### src/rtl/jtag_pkg.sv
// Shared definitions for the JTAG TAP: state codes, instruction opcodes,
// IR width and data-register select encoding.
// Optional feature macro: JTAG_TAP_USERCODE_EN (enables the USERCODE register).
package jtag_pkg;

  localparam int IR_W = 4;

  // TAP controller state codes (IEEE 1149.1 encoding)
  typedef enum logic [3:0] {
    ST_EX2_DR = 4'h0,
    ST_EX1_DR = 4'h1,
    ST_SH_DR  = 4'h2,
    ST_PAU_DR = 4'h3,
    ST_SEL_IR = 4'h4,
    ST_UPD_DR = 4'h5,
    ST_CAP_DR = 4'h6,
    ST_SEL_DR = 4'h7,
    ST_EX2_IR = 4'h8,
    ST_EX1_IR = 4'h9,
    ST_SH_IR  = 4'hA,
    ST_PAU_IR = 4'hB,
    ST_RTI    = 4'hC,
    ST_UPD_IR = 4'hD,
    ST_CAP_IR = 4'hE,
    ST_TLR    = 4'hF
  } tap_state_e;

  // Instruction opcodes
  localparam logic [IR_W-1:0] OP_RUNBIST  = 4'h4;
  localparam logic [IR_W-1:0] OP_GETTEST  = 4'h5;
  localparam logic [IR_W-1:0] OP_IDCODE   = 4'h7;
  localparam logic [IR_W-1:0] OP_USERCODE = 4'h8;
  localparam logic [IR_W-1:0] OP_BYPASS   = 4'hF;

  // Value loaded into the IR shift register in Capture-IR
  localparam logic [IR_W-1:0] IR_CAPTURE  = 4'b0001;

  // Data register selected by the active instruction
  typedef enum logic [2:0] {
    SEL_BYPASS,
    SEL_IDCODE,
    SEL_USERCODE,
    SEL_GETTEST,
    SEL_RUNBIST
  } dr_sel_e;

endpackage

### src/rtl/jtag_tap_fsm.sv
// TAP controller state machine. tap_state is the current state code,
// tap_next the state that will be entered on the next rising TCK.
module jtag_tap_fsm
  import jtag_pkg::*;
(
  input  logic       TCK,
  input  logic       TRST,
  input  logic       TMS,
  output logic [3:0] tap_state,
  output logic [3:0] tap_next
);

  tap_state_e state_q, state_d;

  // State register, asynchronously forced to Test-Logic-Reset
  always_ff @(posedge TCK or negedge TRST) begin
    if (!TRST) state_q <= ST_TLR;
    else       state_q <= state_d;
  end

  // Next-state logic: standard 1149.1 transition graph
  always_comb begin
    state_d = state_q;
    case (state_q)
      ST_TLR:    state_d = TMS ? ST_TLR    : ST_RTI;
      ST_RTI:    state_d = TMS ? ST_SEL_DR : ST_RTI;
      ST_SEL_DR: state_d = TMS ? ST_SEL_IR : ST_CAP_DR;
      ST_CAP_DR: state_d = TMS ? ST_EX1_DR : ST_SH_DR;
      ST_SH_DR:  state_d = TMS ? ST_EX1_DR : ST_SH_DR;
      ST_EX1_DR: state_d = TMS ? ST_UPD_DR : ST_PAU_DR;
      ST_PAU_DR: state_d = TMS ? ST_EX2_DR : ST_PAU_DR;
      ST_EX2_DR: state_d = TMS ? ST_UPD_DR : ST_SH_DR;
      ST_UPD_DR: state_d = TMS ? ST_SEL_DR : ST_RTI;
      ST_SEL_IR: state_d = TMS ? ST_TLR    : ST_CAP_IR;
      ST_CAP_IR: state_d = TMS ? ST_EX1_IR : ST_SH_IR;
      ST_SH_IR:  state_d = TMS ? ST_EX1_IR : ST_SH_IR;
      ST_EX1_IR: state_d = TMS ? ST_UPD_IR : ST_PAU_IR;
      ST_PAU_IR: state_d = TMS ? ST_EX2_IR : ST_PAU_IR;
      ST_EX2_IR: state_d = TMS ? ST_UPD_IR : ST_SH_IR;
      ST_UPD_IR: state_d = TMS ? ST_SEL_DR : ST_RTI;
      default:   state_d = ST_TLR;
    endcase
  end

  // Outputs: expose current and next state codes
  always_comb begin
    tap_state = state_q;
    tap_next  = state_d;
  end

endmodule

### src/rtl/jtag_tap.sv
// JTAG TAP top: instruction register, instruction decode and data registers
// (BYPASS, IDCODE, GETTEST, RUNBIST, optional USERCODE).
// Optional feature macro: JTAG_TAP_USERCODE_EN. Without it opcode 4'h8 is BYPASS.
// Update side effects (ir, gt_data/gt_valid, bist_cfg/bist_start) take effect on
// the rising edge that enters Update-IR/Update-DR, so they are visible during it.
// The TLR force of ir likewise happens on the edge that enters Test-Logic-Reset.
module jtag_tap
  import jtag_pkg::*;
#(
  parameter logic [31:0] IDCODE_VAL   = 32'h1000_0ABD,
  parameter logic [31:0] USERCODE_VAL = 32'h0000_0001,
  parameter int          GT_W         = 10,
  parameter int          SIG_W        = 16
) (
  input  logic             TCK,
  input  logic             TRST,
  input  logic             TMS,
  input  logic             TDI,
  output logic             TDO,
  output logic             TDO_EN,
  output logic [3:0]       tap_state,
  output logic [IR_W-1:0]  ir,
  output logic [GT_W-1:0]  gt_data,
  output logic             gt_valid,
  output logic [SIG_W-1:0] bist_cfg,
  output logic             bist_start,
  input  logic [SIG_W-1:0] bist_sig
);

  logic [3:0] tap_next;
  tap_state_e cur_st, nxt_st;
  dr_sel_e    dr_sel;
  logic       dr_lsb;

  logic [IR_W-1:0]  ir_sr_q, ir_sr_d, ir_q, ir_d;
  logic             bypass_q, bypass_d;
  logic [31:0]      id_sr_q, id_sr_d;
  logic [GT_W-1:0]  gt_sr_q, gt_sr_d, gt_data_q, gt_data_d;
  logic [SIG_W-1:0] bist_sr_q, bist_sr_d, bist_cfg_q, bist_cfg_d;
  logic             gt_valid_q, gt_valid_d, bist_start_q, bist_start_d;
  logic             tdo_q, tdo_d;
`ifdef JTAG_TAP_USERCODE_EN
  logic [31:0]      uc_sr_q, uc_sr_d;
`else
  // USERCODE_VAL stays in the parameter list so both builds share one interface
  if (USERCODE_VAL[0] == 1'b0) begin : g_usercode_unused
  end
`endif

  jtag_tap_fsm u_fsm (
    .TCK       (TCK),
    .TRST      (TRST),
    .TMS       (TMS),
    .tap_state (tap_state),
    .tap_next  (tap_next)
  );

  assign cur_st = tap_state_e'(tap_state);
  assign nxt_st = tap_state_e'(tap_next);

  // Instruction decode: unknown opcodes fall back to BYPASS
  always_comb begin
    dr_sel = SEL_BYPASS;
    case (ir_q)
      OP_IDCODE:   dr_sel = SEL_IDCODE;
`ifdef JTAG_TAP_USERCODE_EN
      OP_USERCODE: dr_sel = SEL_USERCODE;
`endif
      OP_GETTEST:  dr_sel = SEL_GETTEST;
      OP_RUNBIST:  dr_sel = SEL_RUNBIST;
      default:     dr_sel = SEL_BYPASS;
    endcase
  end

  // IR shift register and active instruction
  always_comb begin
    ir_sr_d = ir_sr_q;
    ir_d    = ir_q;
    if (cur_st == ST_CAP_IR)     ir_sr_d = IR_CAPTURE;
    else if (cur_st == ST_SH_IR) ir_sr_d = {TDI, ir_sr_q[IR_W-1:1]};
    if (nxt_st == ST_TLR)         ir_d = OP_IDCODE;
    else if (nxt_st == ST_UPD_IR) ir_d = ir_sr_q;
  end

  // Data shift registers: capture and right-shift only the selected one
  always_comb begin
    bypass_d  = bypass_q;
    id_sr_d   = id_sr_q;
    gt_sr_d   = gt_sr_q;
    bist_sr_d = bist_sr_q;
`ifdef JTAG_TAP_USERCODE_EN
    uc_sr_d   = uc_sr_q;
`endif
    if (cur_st == ST_CAP_DR) begin
      case (dr_sel)
        SEL_IDCODE:   id_sr_d   = IDCODE_VAL;
`ifdef JTAG_TAP_USERCODE_EN
        SEL_USERCODE: uc_sr_d   = USERCODE_VAL;
`endif
        SEL_GETTEST:  gt_sr_d   = gt_data_q;
        SEL_RUNBIST:  bist_sr_d = bist_sig;
        default:      bypass_d  = 1'b0;
      endcase
    end else if (cur_st == ST_SH_DR) begin
      case (dr_sel)
        SEL_IDCODE:   id_sr_d   = {TDI, id_sr_q[31:1]};
`ifdef JTAG_TAP_USERCODE_EN
        SEL_USERCODE: uc_sr_d   = {TDI, uc_sr_q[31:1]};
`endif
        SEL_GETTEST:  gt_sr_d   = {TDI, gt_sr_q[GT_W-1:1]};
        SEL_RUNBIST:  bist_sr_d = {TDI, bist_sr_q[SIG_W-1:1]};
        default:      bypass_d  = TDI;
      endcase
    end
  end

  // Update-DR side effects with single-cycle strobes
  always_comb begin
    gt_data_d    = gt_data_q;
    gt_valid_d   = 1'b0;
    bist_cfg_d   = bist_cfg_q;
    bist_start_d = 1'b0;
    if (nxt_st == ST_UPD_DR && dr_sel == SEL_GETTEST) begin
      gt_data_d  = gt_sr_q;
      gt_valid_d = 1'b1;
    end
    if (nxt_st == ST_UPD_DR && dr_sel == SEL_RUNBIST) begin
      bist_cfg_d   = bist_sr_q;
      bist_start_d = 1'b1;
    end
  end

  // Serial output: LSB of the register being shifted, 0 outside shift states
  always_comb begin
    case (dr_sel)
      SEL_IDCODE:   dr_lsb = id_sr_q[0];
`ifdef JTAG_TAP_USERCODE_EN
      SEL_USERCODE: dr_lsb = uc_sr_q[0];
`endif
      SEL_GETTEST:  dr_lsb = gt_sr_q[0];
      SEL_RUNBIST:  dr_lsb = bist_sr_q[0];
      default:      dr_lsb = bypass_q;
    endcase
    tdo_d = 1'b0;
    if (cur_st == ST_SH_IR)      tdo_d = ir_sr_q[0];
    else if (cur_st == ST_SH_DR) tdo_d = dr_lsb;
  end

  // Rising-edge state for IR and data registers
  always_ff @(posedge TCK or negedge TRST) begin
    if (!TRST) begin
      ir_sr_q      <= '0;
      ir_q         <= OP_IDCODE;
      bypass_q     <= 1'b0;
      id_sr_q      <= '0;
      gt_sr_q      <= '0;
      bist_sr_q    <= '0;
      gt_data_q    <= '0;
      gt_valid_q   <= 1'b0;
      bist_cfg_q   <= '0;
      bist_start_q <= 1'b0;
`ifdef JTAG_TAP_USERCODE_EN
      uc_sr_q      <= '0;
`endif
    end else begin
      ir_sr_q      <= ir_sr_d;
      ir_q         <= ir_d;
      bypass_q     <= bypass_d;
      id_sr_q      <= id_sr_d;
      gt_sr_q      <= gt_sr_d;
      bist_sr_q    <= bist_sr_d;
      gt_data_q    <= gt_data_d;
      gt_valid_q   <= gt_valid_d;
      bist_cfg_q   <= bist_cfg_d;
      bist_start_q <= bist_start_d;
`ifdef JTAG_TAP_USERCODE_EN
      uc_sr_q      <= uc_sr_d;
`endif
    end
  end

  // TDO launched on the falling edge so it is stable at the next rising edge
  always_ff @(negedge TCK or negedge TRST) begin
    if (!TRST) tdo_q <= 1'b0;
    else       tdo_q <= tdo_d;
  end

  assign TDO        = tdo_q;
  assign TDO_EN     = (cur_st == ST_SH_IR) || (cur_st == ST_SH_DR);
  assign ir         = ir_q;
  assign gt_data    = gt_data_q;
  assign gt_valid   = gt_valid_q;
  assign bist_cfg   = bist_cfg_q;
  assign bist_start = bist_start_q;

endmodule

### config.mk
export PLATFORM = sky130hd
export DESIGN_NAME = jtag_tap
export DESIGN_NICKNAME = d
export VERILOG_FILES = /design/src/rtl/jtag_pkg.sv /design/src/rtl/jtag_tap_fsm.sv /design/src/rtl/jtag_tap.sv
export SDC_FILE = /design/constraint.sdc
export NUM_CORES = 1
export LEC_CHECK = 0
export ABC_CLOCK_PERIOD_IN_PS = 2250
export CAP_MARGIN = 20
export CELL_PAD_IN_SITES_DETAIL_PLACEMENT = 0
export CELL_PAD_IN_SITES_GLOBAL_PLACEMENT = 1
export CORE_UTILIZATION = 40
export DETAILED_ROUTE_END_ITERATION = 8
export PLACE_DENSITY_LB_ADDON = 0.1
export RECOVER_POWER = 50
export SYNTH_ARGS = -nofsm -noshare
export SYNTH_HDL_FRONTEND = slang
export SYNTH_SLANG_ARGS = --single-unit
### constraint.sdc
create_clock -name TCK -period 2.25 [get_ports TCK]
set_input_delay 0.45 -clock TCK [delete_from_list [all_inputs] [get_ports TCK]]
set_output_delay 0.45 -clock TCK [all_outputs]
set_load 0.1 [all_outputs]
# Word-level counts from Yosys, hierarchy flattened
# Index checks and enable logic that the tools add are counted.
# Widths: inputs -> output; s select.
[classes]
n_eq_ne = 26
n_mux = 39
reduce_logical = 15
[op_table]
columns = ["op", "count"]
rows = [
  ["$mux 32", 4],
  ["$mux 16", 4],
  ["$pmux 4 s12", 1],
  ["$eq 4x4->1 const B", 10],
  ["$mux 10", 4],
  ["$eq 4x3->1 const B", 8],
  ["$mux 4", 5],
  ["$mux 2", 6],
  ["$mux 3", 4],
  ["$mux 1", 9],
  ["$pmux 3 s3", 1],
  ["$eq 4x2->1 const B", 2],
  ["$reduce_and 2->1", 3],
  ["$reduce_bool 2->1", 3],
  ["$reduce_or 3->1", 2],
  ["$eq 4x1->1 const B", 1],
  ["$logic_not 4->1", 1],
  ["$ne 2x2->1 const B", 2],
  ["$reduce_or 2->1", 2],
  ["$eq 3x1->1 const B", 1],
  ["$eq 3x2->1 const B", 1],
  ["$eq 3x3->1 const B", 1],
  ["$pmux 1 s3", 1],
  ["$reduce_and 3->1", 1],
  ["other kinds (2)", 3],
]
[word_totals]
reg_bits = 100
input_bits = 20
wordCells = 92

# Logic depth before layout (Yosys ltp)
[depth]
depth_word = 7
ltp_mapped = 7
depth_no_buf = 3

# Cells and area by module
# From an unflattened synthesis, not the netlist that was laid out.
[hier_totals]
cells_unflattened = 387
hier_area_um2 = 4247.8
[by_module_without_submodules]
columns = ["module", "instances", "cells_each", "area_each_um2", "seq_area_each_um2"]
rows = [
  ["jtag_tap", 1, 368, 4050.1, 2406.1],
  ["jtag_tap_fsm", 1, 19, 197.7, 105.1],
]

==> metrics.md <==
| Metric | Value |
|---|---|
| DRC Markers | 0 |
| Setup crit end kind | output pin |
| Worst clock skew | 0.02610 ns |
| Fin. max-slew vios | 0 |
| Hold Vio Cnt, Final | 0 |
| Synth-to-layout area growth | 20.76% |
| CTS Root Cell | clkbuf_8 |
| Hold_sp | id_sr_q[6] |
| Pin count of the biggest net entering global routing | 100 |
| CTS sink cnt | 100 |
| Post-Place Setup Slack | -0.2099 ns |
| Vias in the first global route | 2977 |
| First-pass GRT wire length | 14960 um |
| Slowest stage delay, CP | 0.45 ns |
| WP data arrival | 2.10 ns |
| Peak VDD IR | 0.4597 mV |
| Total Die Area | 11630 um2 |
| Initial antenna violation count | 0 |
| Tot GR Track Use | 0.1692 |
| Leakage | 0.002580 uW |
| HP Class | reg -> reg |
| Sequential fraction of the synthesis area | 0.5601 |
| Syn nets | 388 |
| Setup violations, final | 3 |
| FF/Latch Area | 2527 um2 |
| Hpwl dp | 5627 um |
| Synth Flop Type | dfrtp_1 |
| Routability Congestion | 0.6967 |
| Synth Area per Inst | 12.18 um2 |
| Fraction of layout cells with a size suffix above 1 | 0.3295 |
| Worst Setup Start Kind | flop |
| Buf/Inv on CP | 1 |
| Required @ worst endpoint | 1.80 ns |
| CP Cell Sequence | buf_12 |
| Most frequent cells in the layout | dfrtp_1, mux2_2, o21ai_0 |
| H-tree lvl count | 3 |
| Failing checks | setup timing |
| Per-cell routed wire length | 15.65 um |
| Unique masters post-synth | 43 |
| Setup ws final | -0.3014 ns |
| Setup TNS Final | -0.6413 ns |
| WL final | 8985 um |
| Largest cells by area after synthesis | dfrtp_1, mux2_2, mux2i_1 |
| Clock buffer depth | 2 |
| Ant. Diodes | 0 |
| Status | finished with violations |
| Fraction of registers with async set/reset | 1.000 |
| Die Span X | 107.9 um |
| 1st-iter DRT viols | 122 |
| Initial Util | 0.4117 |
| Mapped cell area | 4483 um2 |
| Resize count post-CTS | 0 |
| Worst skew pair latency | 0.36 ns |
| Slowest CP cell | dfrtn_1 |
| YS warnings | 0 |
| Hold buffer count at CTS | 0 |
| Number of synthesized flops with an enable pin | 0 |
| Number of routed nets with antenna violations | 0 |
| Worst slew pin tran | 1.375 ns |
| Area post-placement | 5321 um2 |
| Global route overflow | 0 |
| Worst reg2reg path depth | 3 |
| Cell family with most CP delay | flip-flops |
| Pwr dens | 1206 nW/um2 |
| Multi-input gate area | 1765 um2 |
| PortBufs | 57 |
| TritonCTS clock tree | done |
| Clk slew on worst S/H paths | 0.09 ns |
| Post-CTS setup buffer count | 0 |
| Chip Height | 107.9 um |
| Num ports | 58 |
| Share of the synthesized area in the top cell type | 0.5135 |
| Core Area | 10890 um2 |
| Synthesis-stage register bit count | 100 |
| Finished Cell Area | 5414 um2 |
| Flop-to-flop setup slack | -0.23 ns |
| Critical path peak fanout | 1 |
| RR Endpoint | TDO |
| Slew HR | 0.08361 |
| Row count | 38 |
| First-pass DRT Iterations | 4 |
| Hold Crit Endpoint | id_sr_q[6] |
| Most common cell after layout, fill and taps aside | dfrtp_1 |
| Max cap viols | 0 |
| Drt via density | 5.132 |
| Crit Path Class | reg -> out |
| Cells after Synth | 368 |
| Vias | 2946 |
| Layout fillers | 1004 |
| Largest area contributor in the netlist | dfrtp_1 |
| Hold Worst Slack | 0.5141 ns |
| Reg2reg start | ir[1] |
| Post-layout net count | 450 |
| RSZ-0062 raised after global routing | true |
| Num CTS Buffers | 9 |
| Hold depth | 2 |
-- worst max-delay path by stage --
| stage | startpoint | cells after the start | to |
|---|---|---|---|
| 4_1_cts | TDO | 1 | TDO |
| 5_1_grt | TDO | 1 | TDO |
| 6_report | TDO | 1 | TDO |
| 3_5_place_dp | ir[1] | 3 | TDO |
| 3_3_place_gp | TMS | 5 | bist_cfg[14] |
| 2_1_floorplan | u_fsm.tap_state[1] | 4 | TDO |
-- routing by layer --
| layer | global-route usage | up-vias | share of wire | routed length (um) |
|---|---|---|---|---|
| met3 | 0.04479 | 15 | 0.045 | 404 |
| met1 | 0.2242 | 1456 | 0.48 | 4331 |
| met5 | 0 | - | 0 | 0 |
| li1 | - | 1420 | - | - |
| met2 | 0.2605 | 55 | 0.45 | 4007 |
| met4 | 0.07241 | 0 | 0.027 | 243 |
-- area by class of cell --
class | instances | share of cell area
Tap cell | 140 | 0.03235
Timing Repair Buffer | 80 | 0.1315
Inverter | 22 | 0.01525
Multi-Input combinational cell | 217 | 0.3261
Clock buffer | 13 | 0.02565
Clock inverter | 2 | 0.002311
Sequential cell | 100 | 0.4668
-- cell families after synthesis --
kind of cell	after synthesis	share of synthesized area
muxes	82	0.2076
AOI/OAI and AO/OA	80	0.1108
and+or+nand+nor	55	0.07145
buffers and inverters	51	0.04996
DFF	100	0.5601
-- synth_stat cells, drive strengths merged, types with 2 or more instances --
cell type  instances
o31ai              7
nor2              15
buf                7
dfrtp             92
clkbuf            22
mux2              58
nand4bb            2
mux2i             24
nand2              9
inv               22
dfstp              7
or2                2
o21ai             43
a21o               2
nand2b            13
o41ai             13
nor2b              3
a21oi              7
or4                2
-- sequential cells by signal, summed over array words and instances (netlist names) --
signal,cells
ir,4
gt_data,10
bist_start,1
bist_cfg,16
gt_sr_q,10
TDO,1
id_sr_q,32
gt_valid,1
bypass_q,1
bist_sr_q,16
ir_sr_q,4
u_fsm.tap_state,4
-- stage by stage --
| step | power [uW] | std cells | util |
|---|---|---|---|
| after floorplan | 4747 | 368 | - |
| after global placement | 5596 | 559 | 0.4887 |
| after detailed placement | 5629 | 559 | 0.4887 |
| after CTS | 6636 | 574 | 0.5026 |
| after global routing | 6963 | 574 | 0.4972 |
| final | 6528 | 574 | 0.4972 |
-- where the power goes --
group	total [uW]	internal, uW	switching [uW]
combinational	2970	1150	1810
sequential	2580	2290	295
clock	977	397	579
total	6530	3840	2690
No activity file was read; power rests on OpenSTA's default activity.
